**src/rtl/switch_conditioner_pkg.sv**
```systemverilog
// Shared constants for switch conditioning: timing defaults, direction indices,
// move-FSM state encodings and the priority-select helper.
package switch_conditioner_pkg;

   localparam int DEBOUNCE_LIMIT_DEF = 250000;
   localparam int REPEAT_DELAY_DEF   = 12500000;
   localparam int REPEAT_PERIOD_DEF  = 5000000;

   localparam int NUM_SW = 4;

   localparam logic [1:0] DIR_UP = 2'd0;
   localparam logic [1:0] DIR_LT = 2'd1;
   localparam logic [1:0] DIR_RT = 2'd2;
   localparam logic [1:0] DIR_DN = 2'd3;

   typedef enum logic [1:0] {
      ST_IDLE   = 2'd0,
      ST_HOLD   = 2'd1,
      ST_REPEAT = 2'd2,
      ST_CHORD  = 2'd3
   } move_state_t;

   // Lowest index wins: Up > Left > Right > Down. Caller guarantees lvl != 0.
   function automatic logic [1:0] prio_sel(input logic [3:0] lvl);
      logic [1:0] sel;
      sel = DIR_DN;
      if (lvl[DIR_RT]) sel = DIR_RT;
      if (lvl[DIR_LT]) sel = DIR_LT;
      if (lvl[DIR_UP]) sel = DIR_UP;
      return sel;
   endfunction

   function automatic int cnt_width(input int n);
      return (n > 1) ? $clog2(n) : 1;
   endfunction

endpackage

```
**src/rtl/switch_conditioner_debounce.sv**
```systemverilog
// One switch channel: 2-flop synchronizer, debounce counter, stable level and
// registered press/release edge pulses.
module switch_debounce
   import switch_conditioner_pkg::*;
#(
   parameter int DEBOUNCE_LIMIT = DEBOUNCE_LIMIT_DEF
) (
   input  logic i_Clk,
   input  logic i_Rst_L,
   input  logic i_Raw,
   output logic o_Level,
   output logic o_Press,
   output logic o_Release
);

   localparam int              CW       = cnt_width(DEBOUNCE_LIMIT);
   localparam logic [CW-1:0]   CNT_TERM = CW'(DEBOUNCE_LIMIT - 1);

   logic          sync1_q, sync2_q;
   logic          level_q, level_d;
   logic          prev_q;
   logic          press_q, press_d;
   logic          release_q, release_d;
   logic [CW-1:0] cnt_q, cnt_d;

   // Counter only advances while the synchronized input disagrees with the level.
   always_comb begin
      level_d   = level_q;
      cnt_d     = '0;
      press_d   = level_q & ~prev_q;
      release_d = ~level_q & prev_q;
      if (sync2_q != level_q) begin
         if (cnt_q == CNT_TERM) begin
            level_d = sync2_q;
         end else begin
            cnt_d = cnt_q + CW'(1);
         end
      end
   end

   always_ff @(posedge i_Clk) begin
      if (!i_Rst_L) begin
         sync1_q   <= 1'b0;
         sync2_q   <= 1'b0;
         cnt_q     <= '0;
         level_q   <= 1'b0;
         prev_q    <= 1'b0;
         press_q   <= 1'b0;
         release_q <= 1'b0;
      end else begin
         sync1_q   <= i_Raw;
         sync2_q   <= sync1_q;
         cnt_q     <= cnt_d;
         level_q   <= level_d;
         prev_q    <= level_q;
         press_q   <= press_d;
         release_q <= release_d;
      end
   end

   assign o_Level   = level_q;
   assign o_Press   = press_q;
   assign o_Release = release_q;

endmodule

```
**src/rtl/switch_conditioner.sv**
```systemverilog
// Turns the four raw board switches into debounced levels, edge pulses,
// prioritized move pulses with hold-to-repeat, and a four-switch chord pulse.
//
// state     | meaning
// ST_IDLE   | no selection; picks highest-priority held switch and pulses it
// ST_HOLD   | selection held, waiting REPEAT_DELAY for the first repeat
// ST_REPEAT | selection held, pulsing every REPEAT_PERIOD
// ST_CHORD  | all four were pressed; moves suppressed until all released
module switch_conditioner
   import switch_conditioner_pkg::*;
#(
   parameter int DEBOUNCE_LIMIT = DEBOUNCE_LIMIT_DEF,
   parameter int REPEAT_DELAY   = REPEAT_DELAY_DEF,
   parameter int REPEAT_PERIOD  = REPEAT_PERIOD_DEF
) (
   input  logic       i_Clk,
   input  logic       i_Rst_L,
   input  logic [3:0] i_Switch,
   output logic [3:0] o_Switch_Level,
   output logic [3:0] o_Press_Pulse,
   output logic [3:0] o_Release_Pulse,
   output logic [3:0] o_Move_Pulse,
   output logic       o_All_Pressed
);

   localparam int            RPT_MAX    = (REPEAT_DELAY > REPEAT_PERIOD) ? REPEAT_DELAY : REPEAT_PERIOD;
   localparam int            RW         = cnt_width(RPT_MAX);
   localparam logic [RW-1:0] DELAY_TERM = RW'(REPEAT_DELAY - 1);
   localparam logic [RW-1:0] PERIOD_TERM = RW'(REPEAT_PERIOD - 1);

   logic [3:0]    lvl;
   logic [3:0]    lvl_prev_q;
   move_state_t   state_q, state_d;
   logic [1:0]    sel_q, sel_d;
   logic [RW-1:0] cnt_q, cnt_d;
   logic [3:0]    move_q, move_d;
   logic          all_q, all_d;
   logic          chord_entry;
   logic [1:0]    hi_sel;

   for (genvar g = 0; g < NUM_SW; g++) begin : g_deb
      switch_debounce #(
         .DEBOUNCE_LIMIT(DEBOUNCE_LIMIT)
      ) u_deb (
         .i_Clk     (i_Clk),
         .i_Rst_L   (i_Rst_L),
         .i_Raw     (i_Switch[g]),
         .o_Level   (lvl[g]),
         .o_Press   (o_Press_Pulse[g]),
         .o_Release (o_Release_Pulse[g])
      );
   end

   assign chord_entry = (lvl == 4'hF) && (lvl_prev_q != 4'hF);
   assign hi_sel      = prio_sel(lvl);

   always_comb begin
      state_d = state_q;
      sel_d   = sel_q;
      cnt_d   = cnt_q;
      move_d  = 4'h0;
      all_d   = 1'b0;
      if (chord_entry) begin
         state_d = ST_CHORD;
         all_d   = 1'b1;
         cnt_d   = '0;
      end else begin
         case (state_q)
            ST_IDLE: begin
               if (lvl != 4'h0 && lvl != 4'hF) begin
                  sel_d   = hi_sel;
                  move_d  = 4'b0001 << hi_sel;
                  cnt_d   = '0;
                  state_d = ST_HOLD;
               end
            end
            ST_HOLD, ST_REPEAT: begin
               if (!lvl[sel_q]) begin
                  state_d = ST_IDLE;
                  cnt_d   = '0;
               end else if (hi_sel < sel_q) begin
                  // A higher-priority switch preempts and restarts the delay.
                  sel_d   = hi_sel;
                  move_d  = 4'b0001 << hi_sel;
                  cnt_d   = '0;
                  state_d = ST_HOLD;
               end else if (cnt_q == ((state_q == ST_HOLD) ? DELAY_TERM : PERIOD_TERM)) begin
                  move_d  = 4'b0001 << sel_q;
                  cnt_d   = '0;
                  state_d = ST_REPEAT;
               end else begin
                  cnt_d = cnt_q + RW'(1);
               end
            end
            ST_CHORD: begin
               if (lvl == 4'h0) state_d = ST_IDLE;
            end
            default: state_d = ST_IDLE;
         endcase
      end
   end

   always_ff @(posedge i_Clk) begin
      if (!i_Rst_L) begin
         state_q    <= ST_IDLE;
         sel_q      <= DIR_UP;
         cnt_q      <= '0;
         move_q     <= 4'h0;
         all_q      <= 1'b0;
         lvl_prev_q <= 4'h0;
      end else begin
         state_q    <= state_d;
         sel_q      <= sel_d;
         cnt_q      <= cnt_d;
         move_q     <= move_d;
         all_q      <= all_d;
         lvl_prev_q <= lvl;
      end
   end

   assign o_Switch_Level = lvl;
   assign o_Move_Pulse   = move_q;
   assign o_All_Pressed  = all_q;

endmodule

```
**config.mk**
```make
export PLATFORM = sky130hd
export DESIGN_NAME = switch_conditioner
export DESIGN_NICKNAME = d
export VERILOG_FILES = /design/src/rtl/switch_conditioner_pkg.sv /design/src/rtl/switch_conditioner_debounce.sv /design/src/rtl/switch_conditioner.sv
export SDC_FILE = /design/constraint.sdc
export NUM_CORES = 1
export LEC_CHECK = 0
export CAP_MARGIN = 30
export CORE_MARGIN = 5
export CORE_UTILIZATION = 40
export DETAILED_ROUTE_END_ITERATION = 6
export DONT_BUFFER_PORTS = 1
export PLACE_DENSITY = 0.62
export SLEW_MARGIN = 40
export SYNTH_ARGS = -nofsm -noshare
export SYNTH_HDL_FRONTEND = slang
export SYNTH_SLANG_ARGS = --single-unit
```
**constraint.sdc**
```tcl
create_clock -name i_Clk -period 2.1 [get_ports i_Clk]
set_input_delay 0.63 -clock i_Clk [delete_from_list [all_inputs] [get_ports i_Clk]]
set_output_delay 0.63 -clock i_Clk [all_outputs]
set_load 0.03 [all_outputs]
```
Word-level counts from Yosys, hierarchy flattened --
Cells that the tools add are included.
Cells by class: $add $sub $neg 5, order comparisons 2, equality and inequality tests 21, shifts and indexed selects 2, muxes and demuxes 28, bitwise operators 22, reduce and logical (&&, ||, !) cells 19
Operator list (count):
- $mux W24 | 5
- $add A18 B1 Y18 const B | 4
- $eq A18 B18 Y1 const B | 4
- $pmux W24 S2 | 1
- $add A24 B1 Y24 const B | 1
- $eq A24 B24 Y1 | 1
- $mux W2 | 11
- $mux W4 | 4
- $not A1 Y1 | 14
- $reduce_or A3 Y1 | 4
- $reduce_and A2 Y1 | 5
- $and A1 B1 Y1 | 8
- $ne A4 B4 Y1 const B | 2
- $pmux W4 S2 | 1
- $shl A1 B2 Y4 const A | 2
- $ne A2 B2 Y1 const B | 3
- $ne A3 B3 Y1 const B | 2
- $pmux W2 S3 | 1
- $ne A5 B5 Y1 const B | 1
- $reduce_and A5 Y1 | 1
- $eq A2 B2 Y1 const B | 2
- $eq A4 B4 Y1 const B | 1
- $logic_not A4 Y1 | 1
- $ne A1 B1 Y1 | 4
- 12 further kinds | 16
Storage, ports and cells: bits in registers 133, bits of input ports 6, output and inout port bits 17, logic and storage cells 133

Logic depth before layout (Yosys ltp) --
Gate-level depths: netlist (run 1).
depth after elaboration 8, depth in mapped cells 10, mapped depth without buffers 8

By module --
From an unflattened synthesis (run 1), not the netlist that was laid out.
Second synthesis, totals: cells, all modules 692, area, all modules 6248.5 um^2
By module, submodules not included:
- switch_debounce (g_deb[0].u_deb ...) | instances 3, cells an instance 109, area an instance 1003.5 um^2, seq. area each 480.5 um^2
- switch_conditioner | instances 1, cells an instance 253, area an instance 2204.6 um^2, seq. area each 740.7 um^2
- switch_debounce (g_deb[3].u_deb) | instances 1, cells an instance 112, area an instance 1033.5 um^2, seq. area each 480.5 um^2

Worst setup path before layout (run 1) --
OpenSTA, ideal clock, no wires.
kind register -> register, from register g_deb[1].u_deb.level_q, to register cnt_q[11], setup time 0.070 ns, data arrival time 2.018 ns, data required time 2.030 ns, setup slack 0.012 ns, cell stages (with the launch flop) 9, buffers on the path 1, clock period less this slack 2.088 ns, cells stage by stage dfxtp_1 -> buf_2 -> nor2_1 -> ha_1 -> inv_1 -> o211a_1 -> or3_1 -> or4b_1 -> a21oi_1
Between the ends: word-level cells in the longest chain between the ends 6, elaborated cells between the ends (all ways) 16, those cells by class order compare: 1; eq/ne: 3; mux: 7; reduce/logical: 5
Ends and longest elaborated chain:
- from (decl) | line switch_conditioner_debounce.sv:20 | logic level_q, level_d;
- from (signal assigned) | line switch_conditioner_debounce.sv:54 | level_q <= level_d;
- $mux W2 | line switch_conditioner_pkg.sv:28 | if (lvl[DIR_LT]) sel = DIR_LT;
- $mux W2 | line switch_conditioner_pkg.sv:29 | if (lvl[DIR_UP]) sel = DIR_UP;
- net hi_sel[1] | line switch_conditioner.sv:39 | logic [1:0] hi_sel;
- $lt A2 B2 Y1 | line switch_conditioner.sv:81 | end else if (hi_sel < sel_q) begin
- $mux W24 | line switch_conditioner.sv:81
- $mux W24 | line switch_conditioner.sv:78 | if (!lvl[sel_q]) begin
- $pmux W24 S2 | line switch_conditioner.sv:68 | case (state_q)
- to (signal assigned) | line switch_conditioner.sv:114 | cnt_q <= cnt_d;
- to (decl) | line switch_conditioner.sv:35 | logic [RW-1:0] cnt_q, cnt_d;
The timed path passes the listed nets, and every way through them passes these cells. The select of a mux whose other input is x is not followed. A chain may end at the register's enable or synchronous reset.

Worst setup path after layout (run 1) --
from register g_deb[1].u_deb.level_q, to register cnt_q[8]
Between the ends: word-level cells in the longest chain between the ends 6, elaborated cells between the ends (all ways) 16, those cells by class order compare: 1; eq/ne: 3; mux: 7; reduce/logical: 5
Ends and longest elaborated chain (line):
- $mux W2 | switch_conditioner_pkg.sv:28
- $mux W2 | switch_conditioner_pkg.sv:29
- $lt A2 B2 Y1 | switch_conditioner.sv:81
- $mux W24 | switch_conditioner.sv:81
- $mux W24 | switch_conditioner.sv:78
- $pmux W24 S2 | switch_conditioner.sv:68
Parallel ways exist; a longest one is shown, timed or not. The select of a mux whose other input is x is not followed.

==> results of run 1 <==
==> final cells by class <==
cell class | count | area, µm² | area share, %
multi-input cells | 456 | 2954 | 43.58
flip-flops and latches | 129 | 2586 | 38.16
clock buffers | 21 | 470.5 | 6.941
repair buffers | 45 | 379.1 | 5.594
well taps | 180 | 225.2 | 3.323
clock inverters | 10 | 110.1 | 1.625
inverters | 14 | 52.55 | 0.7753
==> what timing repair did <==
| item | in CTS | in global routing |
|---|---|---|
| resized for setup | 6 | 22 |
| setup buffers | 0 | 0 |
| setup endpoints to repair | 27 | 30 |
| pin swaps | 1 | 5 |
==> flip-flops by register name, indices dropped and copies added (netlist names) <==
signal,flops
cnt_q,24
g_deb.u_deb.o_Level,4
sel_q,2
g_deb.u_deb.sync2_q,4
g_deb.u_deb.cnt_q,72
g_deb.u_deb.sync1_q,4
g_deb.u_deb.o_Release,4
g_deb.u_deb.o_Press,4
state_q,2
lvl_prev_q,4
o_All_Pressed,1
o_Move_Pulse,4
==> worst max-delay path, delay by kind of cell (launching register included) <==
kind            cells  cell delay (ns)
compound gates      1             0.39
xor+xnor            1             0.16
flops               1             0.36
simple gates        4             0.98
==> synthesized netlist by cell type, drive strengths merged, types with 2 or more instances <==
cell type  instances
clkbuf             8
nor2             113
xor2              51
nand2b             2
nand3             36
or4b               4
nor4b              4
and3              15
mux2i              7
a22oi              2
nand4b             2
xnor2             30
nor2b             16
buf               21
o21ai             10
nand2             40
and2              14
inv               14
nand3b             4
or4                2
nor3               8
nand4             21
ha                10
o221a              2
dfxtp            129
or3               15
and4               5
a31oi              2
nor4              10
a21oi             14
o211ai             3
==> metal layers <==
| metal | global-route usage (%) | wire length, µm | vias up |
|---|---|---|---|
| met4 | 6.177 | 196 | 0 |
| met5 | 0 | 0 | - |
| met2 | 24.45 | 5576 | 52 |
| met1 | 17.85 | 5304 | 2043 |
| met3 | 4.566 | 397 | 13 |
| li1 | - | - | 2202 |
==> kinds of logic after synthesis <==
| group | after synthesis |
|---|---|
| DFF | 129 |
| AOI/OAI and AO/OA | 45 |
| adders and majority gates | 10 |
| buffers and inverters | 43 |
| xor gates and xnor gates | 81 |
| muxes | 8 |
| and+or+nand+nor | 312 |
==> worst paths after layout <==
kind | cells past startpoint | slack, ns | end | startpoint
setup / recovery | 6 | 0.09 | cnt_q[8] | g_deb[1].u_deb.o_Level
hold / removal | 2 | 0.33 | g_deb[2].u_deb.o_Release | i_Rst_L
setup reg to reg | 6 | 0.09 | cnt_q[8] | g_deb[1].u_deb.o_Level
hold reg to reg | 1 | 0.43 | g_deb[2].u_deb.sync2_q | g_deb[2].u_deb.sync1_q
==> per-stage QoR <==
step / power [µW] / instance area [µm²] / hold WS [ns] / instances
2_1_floorplan: 2970 / 5640 / 0.4119 / 628
3_3_place_gp: 3158 / 6061 / 0.4184 / 824
3_5_place_dp: 3181 / 6061 / 0.4262 / 824
4_1_cts: 6091 / 6673 / 0.3104 / 855
5_1_grt: 6354 / 6778 / 0.3199 / 855
6_report: 6111 / 6778 / 0.3266 / 855
==> power by group through the flow <==
stage          sequential, µW  clock [µW]  combinational, µW
2_1_floorplan            2590           0                382
3_3_place_gp             2590           0                570
3_5_place_dp             2590           0                590
4_1_cts                  2540        2940                613
5_1_grt                  2550        3040                759
6_report                 2540        2870                696
==> results.sh, run 1 <==
export IMPL_finClkSkew_ns=0.007342
export IMPL_synth_enable_flop_cells=0
export IMPL_worstPathMaxFanout=8
export IMPL_drive_gt1_share_pct=15.41
export IMPL_yosys_area_top_type="dfxtp_1"
export IMPL_antenna_found_initial=0
export IMPL_die_w_um=128.7
export IMPL_tns_ns=0
export IMPL_synthToLayoutAreaGrowth_pct=20.16
export IMPL_cp_common_cell="nor2_1"
export IMPL_fin_util_pct=48.83
export IMPL_critical_path_required_ns=2.41
export IMPL_clk_pin_slew_ns=0.05
export IMPL_synth_compound_area_share_pct=5.745
export IMPL_synth_seq_cells=129
export IMPL_first_pass_iters=4
export IMPL_routed_via_count=4310
export IMPL_worstMarginPinSlew_ns=0.4968
export IMPL_synthXorXnorAreaFrac_pct=12.58
export IMPL_cts_sinks=129
export IMPL_die_y_um=128.7
export IMPL_yosys_top_cells_area="dfxtp_1 (46%), xor2_1 (7.9%), nor2_1 (7.5%), xnor2_1 (4.7%), nand3_1 (3.2%)"
export IMPL_fmax_mhz=498.3
export IMPL_synth_fp_nets=644
export IMPL_slew_headroom_pct=66.61
export IMPL_dp_hpwl_um=7950
export IMPL_hold_viol=0
export IMPL_fillCellCount=1322
export IMPL_yosysUniqueCellTypes=54
export IMPL_final_common_cell="dfxtp_1"
export IMPL_synthMuxAreaShare_pct=1.642
export IMPL_synth_top_area_share_pct=45.79
export IMPL_worstPathCellList="or4_1 > a31oi_4 > or3_1 > nor2_1 > xnor2_1 > nor2_1"
export IMPL_max_stage_delay_ns=0.61
export IMPL_clk_path_buf_depth=2
export IMPL_place_congestion=0.8363
export IMPL_cts_made_buffers=17
export IMPL_slew_violations=0
export IMPL_p_leak_uw=0.002427
export IMPL_start_util_pct=40.63
export IMPL_synthesis_area_um2=5640
export IMPL_finalCriticalPeriod_ns=2.007
export IMPL_final_setup_viol_count=0
export IMPL_ioPinCount=23
export IMPL_crit_path_top_delay_cell="or4_1"
export IMPL_switching_share_pct=23.57
export IMPL_hp_class="in2reg"
export IMPL_pwr_share_comb_pct=11.4
export IMPL_rows=43
export IMPL_irDropWorstVdd_mv=0.5888
export IMPL_p_int_uw=4671
export IMPL_synth_adder_area_share_pct=2.218
export IMPL_synth_top_family_by_area="simple AND/OR/NAND/NOR gates"
export IMPL_via_per_inst=5.041
export IMPL_grt_pass1_wl_um=19750
export IMPL_drt_total_wl_um=11480
export IMPL_grt_setup_unrepaired="no"
export IMPL_start_kind="flop"
export IMPL_drt_iter0_drc=224
export IMPL_synthSimpleGateAreaFrac_pct=27.91
export IMPL_ys_flop_type="dfxtp_1"
export IMPL_drv_cap=0
export IMPL_most_common_layout_cells="dfxtp_1 (126), nor2_1 (111), xor2_1 (51)"
export IMPL_outcome="complete, no violations"
export IMPL_p_per_area_nw_per_um2=901.6
export IMPL_grtUsageTotal_pct=14.79
export IMPL_period_share_pct=95.56
export IMPL_dieArea_um2=16580
export IMPL_insertion_delay_ns=0.42
export IMPL_wl_per_cell_um=13.42
export IMPL_yosys_warnings=0
export IMPL_synth_cells=628
export IMPL_ys_seq_area_share_pct=45.79
export IMPL_cts_htree_levels=4
export IMPL_synthArstFlopShare_pct=0
export IMPL_core_area_um2=13880
export IMPL_grt_ovfl_total=0
export IMPL_crit_type="reg2reg"
export IMPL_seqPwrFrac_pct=41.6
export IMPL_hold_buffers=0
export IMPL_n_antenna_cell=0
export IMPL_grt_max_degree=33
export IMPL_finalWorstSetupSlack_ns=0.09320
export IMPL_layout_nets=679
export IMPL_power_switching_uw=1440
export IMPL_cts_root_buffer="clkbuf_16"
export IMPL_antenna_left=0
export IMPL_crit_arrival_ns=2.32
export IMPL_io_buffers=0
export IMPL_drcViolationCount=0
export IMPL_worstSetupEndpointType="flop"
export IMPL_pre_cts_ws_ns=-0.04899
export IMPL_grt_pass1_vias=4277
export IMPL_clock_power_share_pct=47.0
export IMPL_syn_area_per_cell_um2=8.982
export IMPL_cts_tree="done"
Power figures use the tool's default switching activity.
==> inputs of run 2 (changes only) <==
--- a/config.mk
+++ b/config.mk
@@ -7,10 +7,10 @@
 export LEC_CHECK = 0
 export CAP_MARGIN = 30
 export CORE_MARGIN = 5
-export CORE_UTILIZATION = 40
+export CORE_UTILIZATION = 50
 export DETAILED_ROUTE_END_ITERATION = 6
 export DONT_BUFFER_PORTS = 1
-export PLACE_DENSITY = 0.62
+export PLACE_DENSITY = 0.74
 export SLEW_MARGIN = 40
 export SYNTH_ARGS = -nofsm -noshare
 export SYNTH_HDL_FRONTEND = slang
==> results.sh, run 2 (synthesized netlist as in run 1, its figures left out) <==
export IMPL_cts_sinks=129
export IMPL_crit_type="reg2reg"
export IMPL_largest_reg_flops=72
export IMPL_regMostFlops="g_deb.u_deb.cnt_q"
export IMPL_finClkSkew_ns=0.007068
export IMPL_r2r_slack_ns=0.07
export IMPL_synthToLayoutAreaGrowth_pct=18.32
export IMPL_finalCriticalPeriod_ns=2.030
export IMPL_die_w_um=116.2
export IMPL_hp_start="i_Switch[3]"
export IMPL_fin_cells=811
export IMPL_period_share_pct=96.69
export IMPL_hold_buffers=0
export IMPL_drcViolationCount=0
export IMPL_drv_cap=0
export IMPL_critical_path_required_ns=2.45
export IMPL_via_per_inst=5.353
export IMPL_post_cts_buffers=0
export IMPL_dp_hpwl_um=7568
export IMPL_fmax_mhz=492.5
export IMPL_ioPinCount=23
export IMPL_antenna_found_initial=0
export IMPL_first_pass_iters=5
export IMPL_grt_max_degree=33
export IMPL_grtUsageTotal_pct=17.64
export IMPL_die_y_um=116.2
export IMPL_final_common_cell="dfxtp_1"
export IMPL_irDropWorstVdd_mv=0.6760
export IMPL_io_buffers=0
export IMPL_pre_cts_ws_ns=-0.04557
export IMPL_clk_pin_slew_ns=0.05
export IMPL_crit_path_top_delay_cell="or4b_4"
export IMPL_most_common_layout_cells="dfxtp_1 (125), nor2_1 (110), xor2_1 (51)"
export IMPL_p_per_area_nw_per_um2=904.9
export IMPL_cts_root_buffer="clkbuf_16"
export IMPL_cts_htree_levels=4
export IMPL_place_congestion=0.8793
export IMPL_rows=38
export IMPL_hp_class="in2reg"
export IMPL_cts_made_buffers=17
export IMPL_drive_gt1_share_pct=14.75
export IMPL_place_inst=781
export IMPL_reg_top3="g_deb.u_deb.cnt_q: 72 flops, cnt_q: 24 flops"
export IMPL_slew_headroom_pct=66.93
export IMPL_fin_area_um2=6674
export IMPL_worstMarginPinSlew_ns=0.4915
export IMPL_max_stage_delay_ns=0.49
export IMPL_min_to="g_deb[3].u_deb.sync1_q"
export IMPL_grt_pass1_wl_um=19170
export IMPL_worstPathCellList="inv_1 > ha_4 > nor2b_4 > a31oi_4 > or3_4 > or4b_4 > a21oi_2"
export IMPL_worstSetupEndpointType="flop"
export IMPL_dieArea_um2=13500
export IMPL_post_dp_cell_area_um2=5988
export IMPL_wl_per_cell_um=13.76
export IMPL_outcome="complete, no violations"
export IMPL_clk_path_buf_depth=2
export IMPL_core_area_um2=10940
export IMPL_worstPathMaxFanout=8
export IMPL_n_antenna_cell=0
export IMPL_p_leak_uw=0.002417
export IMPL_r2r_start="state_q[0]"
export IMPL_timing_rr_end="cnt_q[11]"
export IMPL_rr_worst_depth=7
export IMPL_hold_ws_ns=0.3434
export IMPL_drt_iter0_drc=373
export IMPL_final_setup_viol_count=0
export IMPL_hold_viol=0
export IMPL_drt_total_wl_um=11160
export IMPL_tns_ns=0
export IMPL_cts_tree="done"
export IMPL_grt_ovfl_total=0
export IMPL_layout_nets=676
export IMPL_finalWorstSetupSlack_ns=0.06953
export IMPL_holdPathStages=1
export IMPL_grt_pass1_vias=4328
export IMPL_slew_violations=0
export IMPL_insertion_delay_ns=0.41
export IMPL_antenna_left=0
export IMPL_start_util_pct=51.58
export IMPL_start_kind="flop"
export IMPL_crit_arrival_ns=2.38
export IMPL_routed_via_count=4341
==> run 2: cell types whose count changed in the layout (fill, tap and decap cells not counted), sizes merged <==
cell | before | now
buf | 45 | 42
clkbuf | 21 | 24
clkinvlp | 4 | 0
==> run 2: cell type report <==
class | instances | area [µm²]
clock buffer | 24 | 491.7
clock inverter | 6 | 80.08
fill | 897 | 4262
inverter | 14 | 52.55
multi-input combinational | 456 | 2932
sequential | 129 | 2590
tap | 140 | 175.2
timing repair buffer | 42 | 352.8
==> run 2: report_power, final <==
group	leakage, µW	internal (µW)	total, µW	switching, µW
registers	0.00104	2500	2560	52.2
clock network	0.000286	1850	2830	976
logic	0.00109	322	657	334
==> run 2: critical path: cells and delay by family (launching register included) <==
family	cells	cell delay [ns]
buffers and inverters	1	0.08
adders and majority gates	1	0.28
AOI/OAI and AO/OA	2	0.23
and+or+nand+nor	3	1.03
DFF	1	0.36
==> run 2: worst max-delay path by stage <==
stage                 endpoint  cells after the start              startpoint  slack [ns]
global placement     cnt_q[17]                      6  g_deb[1].u_deb.o_Level       -0.01
detailed placement   cnt_q[15]                      6  g_deb[1].u_deb.o_Level       -0.05
finish               cnt_q[11]                      7              state_q[0]        0.07
CTS                  cnt_q[11]                      7              state_q[0]        0.02
global route        state_q[0]                      6  g_deb[2].u_deb.o_Level       -0.01
floorplan            cnt_q[11]                      8  g_deb[1].u_deb.o_Level        0.01
==> run 2: routing by layer <==
layer / routed length (µm) / part of all wire [%] / GRT usage (%) / vias up
li1: - / - / - / 2197
met1: 4963 / 44 / 20.36 / 2063
met2: 5543 / 50 / 29.88 / 62
met3: 430 / 3.9 / 5.959 / 19
met4: 218 / 2.0 / 7.579 / 0
met5: 0 / 0 / 0 / -
==> run 2: timing repair <==
item	CTS	global route
resized for setup	5	22
pin swaps	1	2
setup endpoints to repair	19	31
==> run 2: stage by stage <==
stage | util (%) | total power [µW]
floorplan | - | 2970
global placement | 54.76 | 3126
detailed placement | 54.76 | 3152
CTS | 60.23 | 6006
global route | 61.03 | 6281
finish | 61.03 | 6039
